`config.mk`:
```
export PLATFORM = sky130hd
export DESIGN_NAME = mdu_wb_queue
export DESIGN_NICKNAME = d
export VERILOG_FILES = /design/src/rtl/mdu_wb_queue.sv
export SDC_FILE = /design/constraint.sdc
export NUM_CORES = 1
export LEC_CHECK = 0
export ABC_AREA = 1
export CORE_MARGIN = 2
export CORE_UTILIZATION = 49
export DETAILED_ROUTE_END_ITERATION = 6
export PLACE_DENSITY = 0.72
export SETUP_SLACK_MARGIN = 0.2
export SLEW_MARGIN = 20
export SYNTH_ARGS = -nofsm -noshare
export SYNTH_HDL_FRONTEND = slang
export SYNTH_SLANG_ARGS = --single-unit
export TNS_END_PERCENT = 50
```
`constraint.sdc`:
```
create_clock -name clk -period 9.4 [get_ports clk]
set_clock_uncertainty 0.1 [all_clocks]
set_input_delay 1.88 -clock clk [delete_from_list [all_inputs] [get_ports clk]]
set_output_delay 1.88 -clock clk [all_outputs]
set_load 0.02 [all_outputs]
```
`src/rtl/mdu_wb_queue.sv`:
```
// In-order writeback queue for MDU results (result word, decode info, operands).
// Optional same-cycle bypass when empty is enabled by defining MDU_WB_BYPASS_EN.
module mdu_wb_queue #(
    parameter int DEPTH  = 4,
    parameter int DI_W   = 64,
    parameter int DATA_W = 32
) (
    input  logic                      clk,
    input  logic                      rst,
    input  logic                      flush,
    input  logic                      in_valid_i,
    output logic                      in_ready_o,
    input  logic [DATA_W-1:0]         in_res_i,
    input  logic [DI_W-1:0]           in_di_i,
    input  logic [2*DATA_W-1:0]       in_data_i,
    output logic                      out_valid_o,
    input  logic                      out_ready_i,
    output logic [DATA_W-1:0]         out_res_o,
    output logic [DI_W-1:0]           out_di_o,
    output logic [2*DATA_W-1:0]       out_data_o,
    output logic [$clog2(DEPTH):0]    count_o
);
    localparam int PW = $clog2(DEPTH);
    localparam int CW = PW + 1;

    logic [PW-1:0]       rptr_q, rptr_d, wptr_q, wptr_d;
    logic [CW-1:0]       count_q, count_d;
    logic [DATA_W-1:0]   res_q  [DEPTH];
    logic [DI_W-1:0]     di_q   [DEPTH];
    logic [2*DATA_W-1:0] data_q [DEPTH];

    logic push, pop, wr_en, rd_en, bypass_take, empty;

    assign empty      = (count_q == '0);
    assign in_ready_o = (count_q < CW'(DEPTH)) & ~flush;
    assign count_o    = count_q;

`ifdef MDU_WB_BYPASS_EN
    // While empty the head is the incoming result itself.
    assign out_valid_o = empty ? (in_valid_i & ~flush) : ~flush;
    assign out_res_o   = empty ? in_res_i  : res_q[rptr_q];
    assign out_di_o    = empty ? in_di_i   : di_q[rptr_q];
    assign out_data_o  = empty ? in_data_i : data_q[rptr_q];
`else
    assign out_valid_o = ~empty & ~flush;
    assign out_res_o   = res_q[rptr_q];
    assign out_di_o    = di_q[rptr_q];
    assign out_data_o  = data_q[rptr_q];
`endif

    assign push = in_valid_i & in_ready_o;
    assign pop  = out_valid_o & out_ready_i;

`ifdef MDU_WB_BYPASS_EN
    // A result consumed straight through never touches the storage.
    assign bypass_take = empty & pop;
`else
    assign bypass_take = 1'b0;
`endif

    assign wr_en = push & ~bypass_take;
    assign rd_en = pop & ~bypass_take;

    always_comb begin
        rptr_d  = rptr_q;
        wptr_d  = wptr_q;
        count_d = count_q;
        if (flush) begin
            rptr_d  = '0;
            wptr_d  = '0;
            count_d = '0;
        end else begin
            if (wr_en) wptr_d = wptr_q + PW'(1);
            if (rd_en) rptr_d = rptr_q + PW'(1);
            case ({wr_en, rd_en})
                2'b10:   count_d = count_q + CW'(1);
                2'b01:   count_d = count_q - CW'(1);
                default: count_d = count_q;
            endcase
        end
    end

    always_ff @(posedge clk) begin
        if (rst) begin
            rptr_q  <= '0;
            wptr_q  <= '0;
            count_q <= '0;
        end else begin
            rptr_q  <= rptr_d;
            wptr_q  <= wptr_d;
            count_q <= count_d;
        end
    end

    // Entry storage is intentionally not reset; contents only matter while counted.
    always_ff @(posedge clk) begin
        if (wr_en && !rst) begin
            res_q[wptr_q]  <= in_res_i;
            di_q[wptr_q]   <= in_di_i;
            data_q[wptr_q] <= in_data_i;
        end
    end
endmodule

```
; ---- After elaboration in Yosys (flattened, before gate mapping)
; Memory sizes are Yosys's and may differ from the RTL's. A register that Yosys moved wholly into a read port is not among the register bits.
; Index checks and enable logic that the tools add are counted.
; W data, S select, Z words.
[word_totals]
input_bits = 165
register_bits = 7
memories = 3
out_inout_bits = 165
ramBits = 640
wordCells = 33
[mem_list]
columns = memory, depth, width, rd, rd_ports_with_merged_regs, write_ports, line
row1 = data_q, 4, 64, 1, 1, 1, 30  ; logic [2*DATA_W-1:0] data_q [DEPTH];
row2 = di_q, 4, 64, 1, 1, 1, 29  ; logic [DI_W-1:0] di_q [DEPTH];
row3 = res_q, 4, 32, 1, 1, 1, 28  ; logic [DATA_W-1:0] res_q [DEPTH];
[op_classes]
n_reduce_logical = 5
bitwise = 6
n_addsub = 4
order_cmp = 1
n_eq_ne = 2
mux = 9
[op_table]
columns = operator, count
row1 = $mux W2, 6
row2 = $pmux W3 S2, 1
row3 = $add A2 B1 Y2 const B, 2
row4 = $and A1 B1 Y1, 4
row5 = $add A3 B1 Y3 const B, 1
row6 = $logic_not A3 Y1, 1
row7 = $lt A3 B3 Y1 const B, 1
row8 = $sub A3 B1 Y3 const B, 1
row9 = $eq A2 B1 Y1 const B, 1
row10 = $eq A2 B2 Y1 const B, 1
row11 = $mux W1, 2
row12 = $not A1 Y1, 2
row13 = $reduce_bool A2 Y1, 1
row14 = $reduce_or A2 Y1, 1
row15 = $logic_and A1 B1 Y1, 1
row16 = $logic_not A1 Y1, 1

; ---- Logic depth before layout (Yosys ltp)
[depth]
ltp_word = 6
ltp_mapped = 13

; ---- Worst setup path after synthesis
; OpenSTA, ideal clock, no wires.
[synth_path]
path_kind = input to register
from = in flush
to = mem data_q[0][0] in the netlist's numbering, enable pin
arrival_ns = 9.377
path_stages = 4
slack_ns = -0.759
path_buffers = 0
t_required_ns = 8.618
setup_time_ns = 0.682
cell_sequence = nor2_1 nand2_1 or2_2 nor2_1
[synth_via]
elab_chain_len = 6
[synth_lines]
columns = item, line
row1 = "start, declared", 10  ; input logic flush,
row2 = $not A1 Y1, 35  ; assign in_ready_o = (count_q < CW'(DEPTH)) & ~flush;
row3 = $and A1 B1 Y1, 35
row4 = $and A1 B1 Y1, 51  ; assign push = in_valid_i & in_ready_o;
row5 = $logic_and A1 B1 Y1, 97  ; if (wr_en && !rst) begin
row6 = $mux W1, 97
row7 = $mux W1 (implied by the code), 100  ; data_q[wptr_q] <= in_data_i;
row8 = "end, declared", 30
; No other way between the ends.

==> out/results.ini <==
[die]
die_w_um = 225
rows = 81
start_util_pct = 49.4
die-area_sq_mm = 0.0508
num_io_pins = 330
coreArea_sq_mm = 0.0486
die_h_um = 225

[clocking]
cts_buffers = 61
h-tree-depth = 2
clockBufferDepth = 3
clk_pin_slew_ps = 60
cts_tree = done
cts.repair.resized = 0
insertion_delay_ps = 610
cts_sinks = 649
cts_setup_buffers = 0
root_buffer = clkbuf_16
ctsHoldBuffers = 0

[logic_synthesis]
syn_area_sq_mm = 0.0240
yosysSeqAreaShare_pct = 80.8
syn_avg_cell_area_sq_um = 14.9
yosys_warnings = 0
syn_inst = 1617
synth_edf_count = 640
synth_cell_types = 20
async_flop_share_pct = 0
ys.flop_type = edfxtp_1
synth_seq_cells = 649
syn_nets = 1788

[sta]
drv_slew = 0
fin_tns_setup_ps = 0
final_hold_viol_count = 0
setup_viol = 0
setup_slack_ps = 3260
worst_pin_slew_ps = 986
min_period_ps = 6140
relSlewSlack_pct = 34.2
fin_crit_sh_pct = 65.3
max_freq_ghz = 0.163
rsz0062_at_grt = false

[setup_path]
r2r-end = di_q[1][1]
crit_chain = buf_4, buf_4, o21ai_0, o22ai_1, clkdlybuf4s50_1
path_buf_inv = 3
r2r_slack_ps = 6130
worst_setup_path_start_kind = flip-flop
cp_slowest_stage_delay_ps = 920
worst_r2r_startpoint = count_o[2]
rr_worst_depth = 6
slowest_stage = dfxtp_4
end_kind = primary output
critical_path_arrival_ps = 4160
critPathTopFamily = buffers and inverters
cpMostUsedCell = buf_4
worst_ep_required_time_ps = 7420
path_class = flip-flop to primary output
crit_path_max_fanout = 87

[grt]
gr-total-overflow = 0
grt_pass1_vias = 14400
grt_max_degree = 171
antenna_found_initial = 7
grt_pass1_wl_mm = 81.2
grt_util_all_layers_pct = 20.8

[run]
maxCapViolCount = 0

[placement]
hpwl_mm = 30.0
gp_congestion = 0.769
port_buffers = 329
place_ws_ps = 3950

[drt]
routed_via_density = 5.56
drtIter0Drc = 1278
wirelength_mm = 53.9
ant_nets = 0
wire_per_inst_um = 20.8
drc_errors = 0
dr_total_vias = 14400
dr.pass1.iters = 4

[hold_path]
hold_path.class = flip-flop to flip-flop
hp-start = rptr_q[0]
worstHoldPathCells = 2

[power]
vdd_ir_drop_max_mv = 0.159
p_per_area_mw_per_mm2 = 197
total_power_mw = 5.87
leakage_nw = 9.76

[layout]
num-fill-cells = 3560
drive_gt1_share_pct = 5.98
final_nets = 2094
area_delta_synth_final_pct = 23.9

[status]
outcome = finished, final reports clean

## power breakdown
group	switching (mW)	internal, mW	total (mW)
clock	1.02	1.38	2.40
sequential	0.00823	3.21	3.22
combinational	0.132	0.120	0.253
total	1.16	4.71	5.87
## worst register-to-register path: cells and delay by family (launching register included)
| kind | cells | cell delay, ps |
|---|---|---|
| DFF | 1 | 320 |
| and+or+nand+nor | 4 | 860 |
| buffers and inverters | 2 | 1520 |
## flip-flops by register name, indices dropped and copies added (netlist names), named ones only
register / count
count_o: 3
data_q: 256
di_q: 256
res_q: 128
rptr_q: 2
wptr_q: 2
## cell usage after synthesis, types with 4 or more instances
| cell type | n | area (sq um) |
|---|---|---|
| edfxtp_1 | 640 | 19200 |
| nor2_1 | 330 | 1240 |
| o21ai_0 | 184 | 921 |
| o22ai_1 | 160 | 1000 |
| o21ai_1 | 140 | 701 |
| clkbuf_1 | 56 | 210 |
| buf_2 | 38 | 190 |
| inv_1 | 19 | 71.3 |
| nand2_1 | 11 | 41.3 |
| dfxtp_1 | 9 | 180 |
| buf_4 | 7 | 52.6 |
| a21oi_1 | 6 | 30.0 |
| ha_1 | 5 | 62.6 |
| buf_6 | 4 | 45.0 |
## metrics by stage
step | util [%] | cell area, sq um | cells | hold WS (ps)
6_report | 61.2 | 29800 | 2595 | 378
3_3_place_gp | 57.1 | 27800 | 2482 | 344
4_1_cts | 61.2 | 29800 | 2594 | 378
2_1_floorplan | - | 24000 | 1617 | 343
5_1_grt | 61.2 | 29800 | 2594 | 415
3_5_place_dp | 57.1 | 27800 | 2482 | 352
## placed cells by master (no fill, tap or decap), drive strengths merged, types with 11 or more instances in the layout
cell type / n
buf: 19
clkbuf: 67
clkdlybuf4s50: 329
clkinv: 34
edfxtp: 640
inv: 22
nand2: 11
nor2: 330
o21ai: 324
o22ai: 160
## layer usage
metal  GRT usage, %  vias to the layer above  part of all wire, %
met5              0                        -                 0.16
li1               -                     6750                    -
met4           5.73                       12                  2.5
met3           6.65                      103                  8.2
met1           26.6                     7122                   41
met2           34.4                      454                   48
## cell families after synthesis
kind of cell	count (synthesis)	synth area share, %
AOI/OAI and AO/OA	490	11.0
DFF	649	80.8
buffers and inverters	126	2.42
adders and majority gates	6	0.344
and+or+nand+nor	346	5.44
## layout make-up
cell class                 count  area, sq um  share of cell area (%)
clock buffer                  67         1550                    5.20
inverter                      21         88.8                   0.298
timing repair buffer         348         3450                    11.6
tap                          622          778                    2.61
multi-input combinational    842         4070                    13.7
sequential                   649        19400                    65.2
antenna                        1         2.50                 0.00841
clock inverter                45          418                    1.40
## worst max-delay path by stage
stage | from | to | slack [ps] | cells after the start
6_report | flip-flop | out_di_o[28] | 3260 | 5
5_1_grt | flip-flop | out_di_o[28] | 2980 | 5
4_1_cts | flip-flop | out_di_o[28] | 3230 | 5
3_5_place_dp | flip-flop | out_di_o[28] | 3950 | 5
3_3_place_gp | flip-flop | out_di_o[55] | 4050 | 5
2_1_floorplan | flush | data_q[0][0] | -760 | 4
Power figures use the tool's default switching activity.
